$ cat config.mk
export PLATFORM = sky130hd
export DESIGN_NAME = ctrl_seq
export DESIGN_NICKNAME = d
export VERILOG_FILES = /design/src/rtl/ctrl_pkg.sv /design/src/rtl/ctrl_decode.sv /design/src/rtl/ctrl_seq.sv
export SDC_FILE = /design/constraint.sdc
export NUM_CORES = 1
export LEC_CHECK = 0
export CORE_MARGIN = 5
export CORE_UTILIZATION = 33
export DETAILED_ROUTE_END_ITERATION = 8
export PLACE_DENSITY = 0.85
export SYNTH_ARGS = -nofsm -noshare
export SYNTH_HDL_FRONTEND = slang
export SYNTH_SLANG_ARGS = --single-unit
$ cat constraint.sdc
create_clock -name Clk -period 2.1 [get_ports Clk]
set_clock_uncertainty 0.2 [all_clocks]
set_input_delay 0.21 -clock Clk [delete_from_list [all_inputs] [get_ports Clk]]
set_output_delay 0.21 -clock Clk [all_outputs]
set_load 0.01 [all_outputs]
$ cat src/rtl/ctrl_pkg.sv
// Shared types for the sequenced control unit.
// Holds the opcode map, the sequencer state encoding and the halt encoding,
// plus a helper that sizes the load-wait counter.
package ctrl_pkg;

  // Opcode map of the single-cycle processor family (3-bit opcode field).
  typedef enum logic [2:0] {
    OP_ADD   = 3'd0,
    OP_MOV   = 3'd1,
    OP_SHIFT = 3'd2,
    OP_LW    = 3'd3,
    OP_SW    = 3'd4,
    OP_XOR   = 3'd5,
    OP_AND   = 3'd6,
    OP_BNE   = 3'd7
  } opcode_e;

  // Sequencer states.
  typedef enum logic [2:0] {
    S_DECODE    = 3'd0,
    S_LOAD_WAIT = 3'd1,
    S_JADDR     = 3'd2,
    S_SKIP      = 3'd3,
    S_HALT      = 3'd4
  } state_e;

  // Halt is encoded as a SHIFT whose register/amount bits are all zero
  // (a shift of r0 by nothing has no architectural effect, so it is reused).
  localparam opcode_e HALT_OPCODE = OP_SHIFT;

  // Load counter width. $clog2(MEM_LAT+1) collapses to zero bits for
  // single-cycle memories, so keep at least one bit to stay legal.
  function automatic int cnt_width(input int lat);
    return (lat > 0) ? $clog2(lat + 1) : 1;
  endfunction

endpackage

$ cat src/rtl/ctrl_decode.sv
// Combinational instruction decode: field extraction and per-opcode base enables.
// Ports: instruction in; opcode/operand/immediate/jump fields out; base enables
// (as if in S_DECODE with a single-cycle load) plus is_halt/is_lw/is_bne flags.
module ctrl_decode
  import ctrl_pkg::*;
#(
  parameter int IW   = 9,
  parameter int OPW  = 3,
  parameter int RW   = 3,
  parameter int IMMW = 8,
  parameter int PCW  = 9
) (
  input  logic [IW-1:0]   instruction,
  output logic [OPW-1:0]  opcode,
  output logic [RW-1:0]   operand1,
  output logic [RW-1:0]   operand2,
  output logic [RW-1:0]   reg_write_addr,
  output logic [IMMW-1:0] immediate,
  output logic            func,
  output logic [PCW-1:0]  jump_addr,
  output logic            base_imm,
  output logic            base_alu,
  output logic            base_wreg,
  output logic            base_wmem,
  output logic            base_rmem,
  output logic            base_pc,
  output logic            is_halt,
  output logic            is_lw,
  output logic            is_bne
);

  logic operands_zero;

  assign opcode         = instruction[IW-1 -: OPW];
  assign operand1       = instruction[2*RW-1:RW];
  assign operand2       = instruction[RW-1:0];
  assign reg_write_addr = instruction[2*RW-1:RW];
  assign func           = instruction[RW-1];
  assign jump_addr      = PCW'(instruction);
  assign operands_zero  = (instruction[2*RW-1:0] == '0);

  always_comb begin
    immediate = '0;
    base_imm  = 1'b0;
    base_alu  = 1'b0;
    base_wreg = 1'b0;
    base_wmem = 1'b0;
    base_rmem = 1'b0;
    base_pc   = 1'b0;
    is_halt   = 1'b0;
    is_lw     = 1'b0;
    is_bne    = 1'b0;
    case (opcode)
      OPW'(OP_ADD), OPW'(OP_XOR), OPW'(OP_AND): begin
        base_alu  = 1'b1;
        base_wreg = 1'b1;
        base_pc   = 1'b1;
      end
      OPW'(OP_MOV): begin
        immediate = IMMW'(instruction[RW-1:0]);
        base_imm  = 1'b1;
        base_alu  = 1'b1;
        base_wreg = 1'b1;
        base_pc   = 1'b1;
      end
      OPW'(HALT_OPCODE): begin
        // Shift amount is one bit narrower than a register field.
        immediate = IMMW'(instruction[RW-2:0]);
        if (operands_zero) begin
          is_halt = 1'b1;
        end else begin
          base_imm  = 1'b1;
          base_alu  = 1'b1;
          base_wreg = 1'b1;
          base_pc   = 1'b1;
        end
      end
      OPW'(OP_LW): begin
        // Single-cycle form; the sequencer withholds writeback/pc when stalling.
        is_lw     = 1'b1;
        base_rmem = 1'b1;
        base_wreg = 1'b1;
        base_pc   = 1'b1;
      end
      OPW'(OP_SW): begin
        base_wmem = 1'b1;
        base_pc   = 1'b1;
      end
      OPW'(OP_BNE): begin
        is_bne  = 1'b1;
        base_pc = 1'b1;
      end
      default: begin
      end
    endcase
  end

endmodule

$ cat src/rtl/ctrl_seq.sv
// Sequenced control unit: decodes the fetched word and sequences BNE, LW stalls and halt.
// Ports: Clk/Reset; instruction and branch_taken in; decoded fields plus
// datapath/memory/PC enables and a sticky halt out.
module ctrl_seq
  import ctrl_pkg::*;
#(
  parameter int IW      = 9,
  parameter int OPW     = 3,
  parameter int RW      = 3,
  parameter int IMMW    = 8,
  parameter int PCW     = 9,
  parameter int MEM_LAT = 0
) (
  input  logic            Clk,
  input  logic            Reset,
  input  logic [IW-1:0]   instruction,
  input  logic            branch_taken,
  output logic [OPW-1:0]  opcode,
  output logic [RW-1:0]   operand1,
  output logic [RW-1:0]   operand2,
  output logic [RW-1:0]   reg_write_addr,
  output logic [IMMW-1:0] immediate,
  output logic            func,
  output logic [PCW-1:0]  jump_addr,
  output logic            imm_operand2,
  output logic            alu_write_reg,
  output logic            write_to_reg,
  output logic            write_mem,
  output logic            read_mem,
  output logic            jump_en,
  output logic            pc_en,
  output logic            halt
);

  localparam int CW        = cnt_width(MEM_LAT);
  localparam bit MULTI_LW  = (MEM_LAT > 0);

  // Elaboration-time parameter sanity.
  if (IW != OPW + 2 * RW) begin : g_bad_iw
    $error("ctrl_seq: IW must equal OPW+2*RW");
  end
  if (PCW < IW) begin : g_bad_pcw
    $error("ctrl_seq: PCW must be >= IW");
  end
  if (IMMW < RW) begin : g_bad_immw
    $error("ctrl_seq: IMMW must be >= RW");
  end

  state_e        state;
  logic [CW-1:0] count;

  logic base_imm, base_alu, base_wreg, base_wmem, base_rmem, base_pc;
  logic is_halt, is_lw, is_bne;

  ctrl_decode #(
    .IW   (IW),
    .OPW  (OPW),
    .RW   (RW),
    .IMMW (IMMW),
    .PCW  (PCW)
  ) u_decode (
    .instruction    (instruction),
    .opcode         (opcode),
    .operand1       (operand1),
    .operand2       (operand2),
    .reg_write_addr (reg_write_addr),
    .immediate      (immediate),
    .func           (func),
    .jump_addr      (jump_addr),
    .base_imm       (base_imm),
    .base_alu       (base_alu),
    .base_wreg      (base_wreg),
    .base_wmem      (base_wmem),
    .base_rmem      (base_rmem),
    .base_pc        (base_pc),
    .is_halt        (is_halt),
    .is_lw          (is_lw),
    .is_bne         (is_bne)
  );

  // State and load counter. The enables below are decoded from this registered
  // state together with the live instruction, because the datapath must act on
  // the fetched word in the same cycle it is presented.
  always_ff @(posedge Clk or posedge Reset) begin
    if (Reset) begin
      state <= S_DECODE;
      count <= '0;
    end else begin
      case (state)
        S_DECODE: begin
          if (is_halt) begin
            state <= S_HALT;
          end else if (is_lw && MULTI_LW) begin
            state <= S_LOAD_WAIT;
            count <= CW'(1);
          end else if (is_bne) begin
            state <= branch_taken ? S_JADDR : S_SKIP;
          end
        end
        S_LOAD_WAIT: begin
          if (count == CW'(MEM_LAT)) begin
            count <= '0;
            state <= S_DECODE;
          end else begin
            count <= count + CW'(1);
          end
        end
        S_JADDR, S_SKIP: state <= S_DECODE;
        S_HALT:          state <= S_HALT;
        default:         state <= S_DECODE;
      endcase
    end
  end

  always_comb begin
    imm_operand2  = 1'b0;
    alu_write_reg = 1'b0;
    write_to_reg  = 1'b0;
    write_mem     = 1'b0;
    read_mem      = 1'b0;
    jump_en       = 1'b0;
    pc_en         = 1'b0;
    halt          = 1'b0;
    if (!Reset) begin
      case (state)
        S_DECODE: begin
          imm_operand2  = base_imm;
          alu_write_reg = base_alu;
          write_mem     = base_wmem;
          read_mem      = base_rmem;
          halt          = is_halt;
          // A stalled load holds the PC and defers writeback to its last cycle.
          write_to_reg  = base_wreg && !(is_lw && MULTI_LW);
          pc_en         = base_pc && !(is_lw && MULTI_LW);
        end
        S_LOAD_WAIT: begin
          read_mem = 1'b1;
          if (count == CW'(MEM_LAT)) begin
            write_to_reg = 1'b1;
            pc_en        = 1'b1;
          end
        end
        S_JADDR: jump_en = 1'b1;
        S_SKIP:  pc_en   = 1'b1;
        S_HALT:  halt    = 1'b1;
        default: begin
        end
      endcase
    end
  end

endmodule
### Yosys cells after proc, flatten, opt, wreduce, memory -nomap -nowiden

Index checks and enable logic that the tools add are counted.

* reduce and logical (&&, ||, !) cells: 7
* equality and inequality tests: 13
* add/subtract/negate cells: 1
* mux-type cells: 34

Operators by type and width (number)
* 2-to-1 mux 1 bit: 21
* == test 3 bit (second input constant): 5
* one-hot mux 1 bit (2 select lines): 7
* == test 3 x 2 -> 1 bit (second input constant): 4
* 2-to-1 mux 3 bit: 3
* one-hot mux 3 bit (3 select lines): 1
* OR reduction 7 bit: 1
* == test 3 x 1 -> 1 bit (second input constant): 2
* logical NOT 3 bit: 2
* logical NOT 6 bit: 1
* one-hot mux 3 bit (2 select lines): 1
* OR reduction 5 bit: 1
* OR reduction 4 bit: 1
* inequality test 3 bit (second input constant): 1
* one-hot mux 1 bit (3 select lines): 1
* inequality test 2 bit (second input constant): 1
* AND reduction 2 bit: 1
* adder 1 bit (second input constant): 1

* logic and storage cells: 57
* output and inout bits: 38
* bits of input ports: 12
* flip-flop bits (word level): 4

### Depth between registers and ports, before layout

Gate-level depths: netlist (run 1).

* depth after elaboration: 5
* depth in mapped cells: 5
* mapped depth without buffers: 5

### Cells and area by module

From an unflattened synthesis (run 1), not the netlist that was laid out.

* cell total of the unflattened synthesis: 70
* area total of the unflattened synthesis: 548.0 µm²

By module, submodules not included
* ctrl_decode: times used 1, area each 361.6 µm², seq. area each 0.0 µm², cells an instance 50
* ctrl_seq: times used 1, area each 186.4 µm², seq. area each 75.1 µm², cells an instance 20

### Worst setup path before layout (run 1)

Ideal clock, no wire load.

* path kind: input port to output port
* start: input port instruction[6]
* end: output port pc_en
* data arrival time: 1338 ps
* slack: 352 ps
* buffers on the path: 0
* stages: 4
* required time: 1690 ps
* cells stage by stage: inv_1 ha_1 nor3b_1 a2111oi_0

* word-level cells in the longest chain between the ends: 5
* elaborated cells on any way between the ends: 12
* those cells by class: eq/ne: 7; mux: 3; reduce/logical: 2

Ends and longest elaborated chain
* start: declaration: line ctrl_seq.sv:16 `input logic [IW-1:0] instruction,`
* == test 3 bit, or another cell as far along: line ctrl_decode.sv:53 `case (opcode)`
* OR reduction 7 bit (no source line)
* one-hot mux 1 bit (2 select lines) (*): line ctrl_decode.sv:53
* one-hot mux 1 bit (3 select lines) (*): line ctrl_seq.sv:125 `case (state)`
* 2-to-1 mux 1 bit (*): line ctrl_seq.sv:124 `if (!Reset) begin`
* end: declaration: line ctrl_seq.sv:31 `output logic pc_en,`

Mark *: on every way between the ends. The rest lies on a longest branch, timed or not.

### Worst setup path in the final report (run 1)

* start: input port instruction[3]
* end: output port write_to_reg

* word-level cells in the longest chain between the ends: 5

Ends and longest elaborated chain
* logical NOT 6 bit: line ctrl_decode.sv:40 `assign operands_zero = (instruction[2*RW-1:0] == '0);`
* 2-to-1 mux 1 bit: line ctrl_decode.sv:69 `if (operands_zero) begin`
* one-hot mux 1 bit (2 select lines): line ctrl_decode.sv:53
* one-hot mux 1 bit (2 select lines): line ctrl_seq.sv:125
* 2-to-1 mux 1 bit: line ctrl_seq.sv:124
* end: declaration: line ctrl_seq.sv:27 `output logic write_to_reg,`

Every way passes these cells.

==> flow_summary.yaml, run 1 <==
die:
  rows: 14
  chipHeight_um: 51.0
  core_area_sq_mm: 0.00154
  ios: 50
  fp.dieW_um: 51.0
  initial_core_util_pct: 36.0
  die_area_sq_mm: 0.00260
routing:
  drt-initial-drc-count: 10
  drc: 0
  viasPerCell: 4.65
  detail_route.first_pass.iterations: 4
  routed_wirelength_mm: 1.65
  drt-wirelength-per-cell_um: 12.5
  antenna_left: 0
  vias: 614
sta:
  rsz0062_at_grt: "false"
  finalWorstSetupSlack_ns: 0.0557
  drv_slew: 0
  setup_viol: 0
  final-hold-violation-count: 0
  finalCritPeriodShare_pct: 97.3
  period_needed_ns: 2.04
  fin_tns_setup_ns: 0
  max_freq_mhz: 489
logic_synthesis:
  synth.distinct_cells: 22
  ys_ff_latch: 3
  syn_avg_cell_area_sq_um: 7.59
  ys_warn_count: 0
  ys_seq_area_share_pct: 13.5
  syn_inst: 73
  synth_area_sq_um: 554
placed_design:
  gp_congestion: 0.807
  post-place-ws_ns: -0.514
  dp_hpwl_mm: 1.45
  placed_area_sq_um: 962
  port_buffers: 44
clock_network:
  cts_sinks: 3
  cts-htree-levels: 1
  root_buffer: "clkbuf_4"
  postCtsHoldBufs: 0
  insertion_delay_ns: 0.22
  numCtsBuffers: 3
  cts_setup_buffers: 0
  path_clk_slew_ns: 0.04
  cts_buffer_depth: 2
  cts_tree: "yes"
setup_path:
  worst_ep_arrival_time_ns: 1.63
  path_class: "in2out"
  end_kind: "primary output"
  worstPathRequired_ns: 1.69
  cp_max_fo: 3
  cp_slowest_stage_delay_ns: 0.46
  cp-start-kind: "primary input"
  slowest_stage: "or4_4"
  cp_cell_sequence: "clkdlybuf4s50_1 -> or4_4 -> o31ai_4 -> a31oi_1 -> buf_2"
pwr:
  p_int_mw: 0.228
  cellPowerDensity_mw_per_mm2: 331
  power_frac_seq_pct: 18.8
  ir_drop_v: 0.000513
  switching_share_pct: 31.6
  switchingPower_mw: 0.105
  pwr-share-comb_pct: 52.0
  p_leak_nw: 0.517
  p_clk_share_pct: 29.2
layout:
  layout-drive-gt1-share_pct: 32.8
  nFillCells: 135
  insertedDiodeCount: 0
  max_flop_register: "state"
  area_delta_synth_final_pct: 81.7
  largest_reg_flops: 3
  reg.largest.list: "state: 3 flops"
  nets: 133
  fin_area_sq_mm: 0.00101
run:
  cap_viol_max_count: 0
global_routing:
  grt_usage_pct: 13.3
  antenna_found_initial: 0
  gr-total-overflow: 0
  grt_pass1_vias: 639
  grt_pass1_wl_mm: 2.71
  grt_max_degree: 8
hold_path:
  worst_hold_path_type: "in2async"
status:
  status: "finished, final reports clean"
[cells in the final DEF (no fill, tap or decap), types with 2 or more instances in the layout]
| master | n |
|---|---|
| a21oi_1 | 4 |
| and3_1 | 2 |
| buf_2 | 5 |
| buf_4 | 18 |
| clkbuf_4 | 3 |
| clkdlybuf4s50_1 | 29 |
| conb_1 | 5 |
| dfrtp_1 | 3 |
| dlygate4sd2_1 | 9 |
| ha_1 | 3 |
| inv_1 | 4 |
| inv_2 | 2 |
| nand2_1 | 3 |
| nor2_1 | 5 |
| nor2b_1 | 2 |
| nor3_1 | 2 |
| nor4_2 | 2 |
[critical path, delay by kind of cell]
kind            cells  cell delay, ns
compound gates      2            0.36
simple gates        1            0.46
buf+inv             2            0.60
[cells in the mapped netlist]
cell type | number | area, sq um
o21ai_0 | 1 | 5.00
nor2b_1 | 3 | 18.8
o31ai_4 | 1 | 21.3
nand2_1 | 3 | 11.3
inv_1 | 6 | 22.5
nor2_1 | 6 | 22.5
ha_1 | 4 | 50.1
a41oi_1 | 1 | 8.76
and4b_1 | 1 | 10.0
nor4_1 | 2 | 12.5
and3_1 | 2 | 12.5
a21oi_1 | 4 | 20.0
or4_4 | 1 | 11.3
nor3b_1 | 1 | 7.51
a31oi_1 | 1 | 6.26
a2111oi_0 | 1 | 8.76
conb_1 | 1 | 3.75
nor3_1 | 2 | 10.0
or3_1 | 1 | 6.26
dfrtp_1 | 3 | 75.1
a21o_1 | 1 | 7.51
buf_4 | 27 | 203
[cell families (layout without fill, tap and decap cells)]
group | Yosys count | count (layout) | synth area share (%)
AOI/OAI and AO/OA | 10 | 10 | 14.0
adders and majority gates | 4 | 4 | 9.03
buffers and inverters | 33 | 72 | 40.6
DFF | 3 | 3 | 13.5
other | 1 | 5 | 0.677
and+or+nand+nor | 22 | 22 | 22.1
[power by group through the flow]
stage | Clock (mW) | Combinational [mW] | Sequential (mW)
after floorplan | 0 | 0.0882 | 0.0620
after global placement | 0 | 0.173 | 0.0624
after detailed placement | 0 | 0.176 | 0.0627
after CTS | 0.101 | 0.173 | 0.0620
after global routing | 0.116 | 0.187 | 0.0628
final | 0.0972 | 0.173 | 0.0626
[path summary, 6_finish.rpt]
kind                                      start                   end  slack, ns  depth (start not counted)
setup / recovery                 instruction[3]          write_to_reg       0.06                          5
hold / removal                            Reset  state[2]$_DFFE_PP0P_       0.25                          4
setup reg to reg           state[0]$_DFFE_PP0P_  state[0]$_DFFE_PP0P_       0.86                          3
hold reg to reg            state[1]$_DFFE_PP0P_  state[2]$_DFFE_PP0P_       0.37                          1
max in group asynchronous                 Reset  state[0]$_DFFE_PP0P_       1.36                          4
min in group Clk                   branch_taken  state[0]$_DFFE_PP0P_       0.33                          2
[through the flow]
step	util (%)	power, mW	cells	hold WS, ns
finish	65.3	0.333	132	0.250
global route	65.3	0.365	132	0.250
CTS	64.3	0.336	132	0.238
detailed placement	62.4	0.239	128	0.344
global placement	62.4	0.235	128	0.312
floorplan	-	0.150	77	-0.231
[final cells by class]
cell class	instances	area [sq um]	share of cell area, %
multi-input cells	41	322	31.9
inverters	6	22.5	2.24
clock buffers	4	26.3	2.61
flip-flops and latches	3	75.1	7.45
repair buffers	62	542	53.8
well taps	16	20.0	1.99
[metal layers]
metal / part of all wire (%) / GRT usage, % / up-vias
met1: 36 / 13.7 / 283
met5: 0 / 0 / -
met4: 0 / 4.68 / 0
li1: - / - / 299
met3: 12 / 6.40 / 0
met2: 53 / 23.3 / 32
[timing repair]
item                       CTS  global route
cloned                       0             0
setup endpoints to repair    9             6
pin swaps                    5             2
gates resized for setup     42             4
(Power assumes the default switching activity.)
==> run 2: changes to the inputs <==
--- a/config.mk
+++ b/config.mk
@@ -5,7 +5,7 @@
 export SDC_FILE = /design/constraint.sdc
 export NUM_CORES = 1
 export LEC_CHECK = 0
-export CORE_MARGIN = 5
+export CORE_MARGIN = 3
 export CORE_UTILIZATION = 33
 export DETAILED_ROUTE_END_ITERATION = 8
 export PLACE_DENSITY = 0.85
==> run 2 against run 1 <==
Critical path depth unchanged. Largest cell class unchanged. Sequential share of layout area increased by 0.22 points. Fmax increased by 0.87%.
==> flow_summary.yaml, run 2 (synthesis gave the netlist of run 1 again) <==
die:
  ios: 50
  chipHeight_um: 47.0
  rows: 14
  fp.dieW_um: 47.0
  core_area_sq_mm: 0.00154
  initial_core_util_pct: 36.0
  die_area_sq_mm: 0.00221
setup_path:
  worst_ep_arrival_time_ns: 1.62
  slowest_stage: "or4_4"
  end_kind: "primary output"
  worstPathRequired_ns: 1.69
  cp_cell_sequence: "dlygate4sd2_1 -> or4_4 -> o31ai_4 -> a21oi_1 -> clkdlybuf4s15_1"
  worstReg2RegStart: "state[0]$_DFFE_PP0P_"
  cp_max_fo: 3
  r2r_slack_ns: 0.90
  crit_path_start: "instruction[2]"
  cp_slowest_stage_delay_ns: 0.56
  cp-start-kind: "primary input"
  path_class: "in2out"
layout:
  insertedDiodeCount: 0
  area_delta_synth_final_pct: 76.5
  layout-drive-gt1-share_pct: 29.6
  final_cell_mix: "clkdlybuf4s50_1, buf_4, dlygate4sd2_1, nor2_1, conb_1"
  fin_area_sq_um: 978
  max_flop_register: "state"
  nets: 132
  largest_reg_flops: 3
  layout_commonest_cell: "clkdlybuf4s50_1"
  reg.largest.list: "state: 3 flops"
clock_network:
  path_clk_slew_ns: 0.04
  root_buffer: "clkbuf_4"
  cts_tree: "yes"
  postCtsHoldBufs: 0
  cts_sinks: 3
  cts_buffer_depth: 2
  cts-htree-levels: 1
  numCtsBuffers: 3
  insertion_delay_ns: 0.25
sta:
  rsz0062_at_grt: "false"
  period_needed_ns: 2.03
  setup_viol: 0
  final-hold-violation-count: 0
  max_freq_mhz: 493
  drv_slew: 0
  whs_ns: 0.0979
  fin_tns_setup_ns: 0
  finalCritPeriodShare_pct: 96.5
global_routing:
  gr-total-overflow: 0
  grt_pass1_vias: 539
  grt_max_degree: 8
  antenna_found_initial: 0
  grt_usage_pct: 15.0
  grt_pass1_wl_mm: 2.26
routing:
  drc: 0
  drt-wirelength-per-cell_um: 11.9
  detail_route.first_pass.iterations: 4
  routed_wirelength_mm: 1.56
  antenna_left: 0
  viasPerCell: 4.68
  vias: 613
  drt-initial-drc-count: 4
placed_design:
  dp_hpwl_mm: 1.38
  port_buffers: 44
  placed_area_sq_um: 947
  gp_congestion: 0.777
hold_path:
  worst_hold_path_type: "in2async"
pwr:
  cellPowerDensity_mw_per_mm2: 344
  p_leak_nw: 0.507
  ir_drop_v: 0.000413
status:
  status: "finished, final reports clean"
run:
  cap_viol_max_count: 0
-- run 2: final timing paths --
kind | to | cells past startpoint
setup / recovery | imm_operand2 | 5
hold / removal | state[0]$_DFFE_PP0P_ | 3
setup reg to reg | state[0]$_DFFE_PP0P_ | 3
hold reg to reg | state[2]$_DFFE_PP0P_ | 1
max in group asynchronous | state[2]$_DFFE_PP0P_ | 3
min in group Clk | state[0]$_DFFE_PP0P_ | 2
-- run 2: metrics by stage --
step / worst slack (ns) / util (%) / instances / power, mW
finish: 0.0733 / 63.5 / 131 / 0.336
CTS: 0.0265 / 63.5 / 131 / 0.341
global placement: -0.517 / 61.4 / 126 / 0.231
floorplan: 0.352 / - / 77 / 0.150
global route: 0.0230 / 63.5 / 131 / 0.368
detailed placement: -0.529 / 61.4 / 126 / 0.235
-- run 2: power by group --
part / internal [mW] / total (mW) / switching (mW) / leakage, nW
logic: 0.0941 / 0.167 / 0.0724 / 0.451
clock network: 0.0716 / 0.108 / 0.0362 / 0.0150
registers: 0.0597 / 0.0620 / 0.00231 / 0.0412
total: 0.225 / 0.336 / 0.111 / 0.507
-- run 2: worst max-delay path: cells and delay by family --
| family | cells | cell delay [ns] |
|---|---|---|
| buf+inv | 2 | 0.49 |
| simple gates | 1 | 0.56 |
| compound gates | 2 | 0.34 |
-- run 2: per-layer routing --
metal | track usage (%) | up-vias | share of wire [%] | routed length, um
li1 | - | 299 | - | -
met1 | 12.8 | 276 | 31 | 490
met2 | 29.5 | 33 | 56 | 877
met3 | 3.45 | 5 | 10 | 158
met4 | 11.0 | 0 | 2.4 | 38
met5 | 0 | - | 0 | 0
-- run 2: repair_timing --
item / in CTS / in global routing
buffers inserted: 1 / 0
setup endpoints to repair: 9 / 3
pin swaps: 6 / 1
gates resized for setup: 37 / 4
-- run 2: cell type report --
type,count,area (sq um)
Fill cell,146,563
Timing Repair Buffer,61,538
Inverter,6,22.5
Sequential cell,3,75.1
Tap cell,16,20.0
Multi-Input combinational cell,41,297
Clock buffer,4,26.3
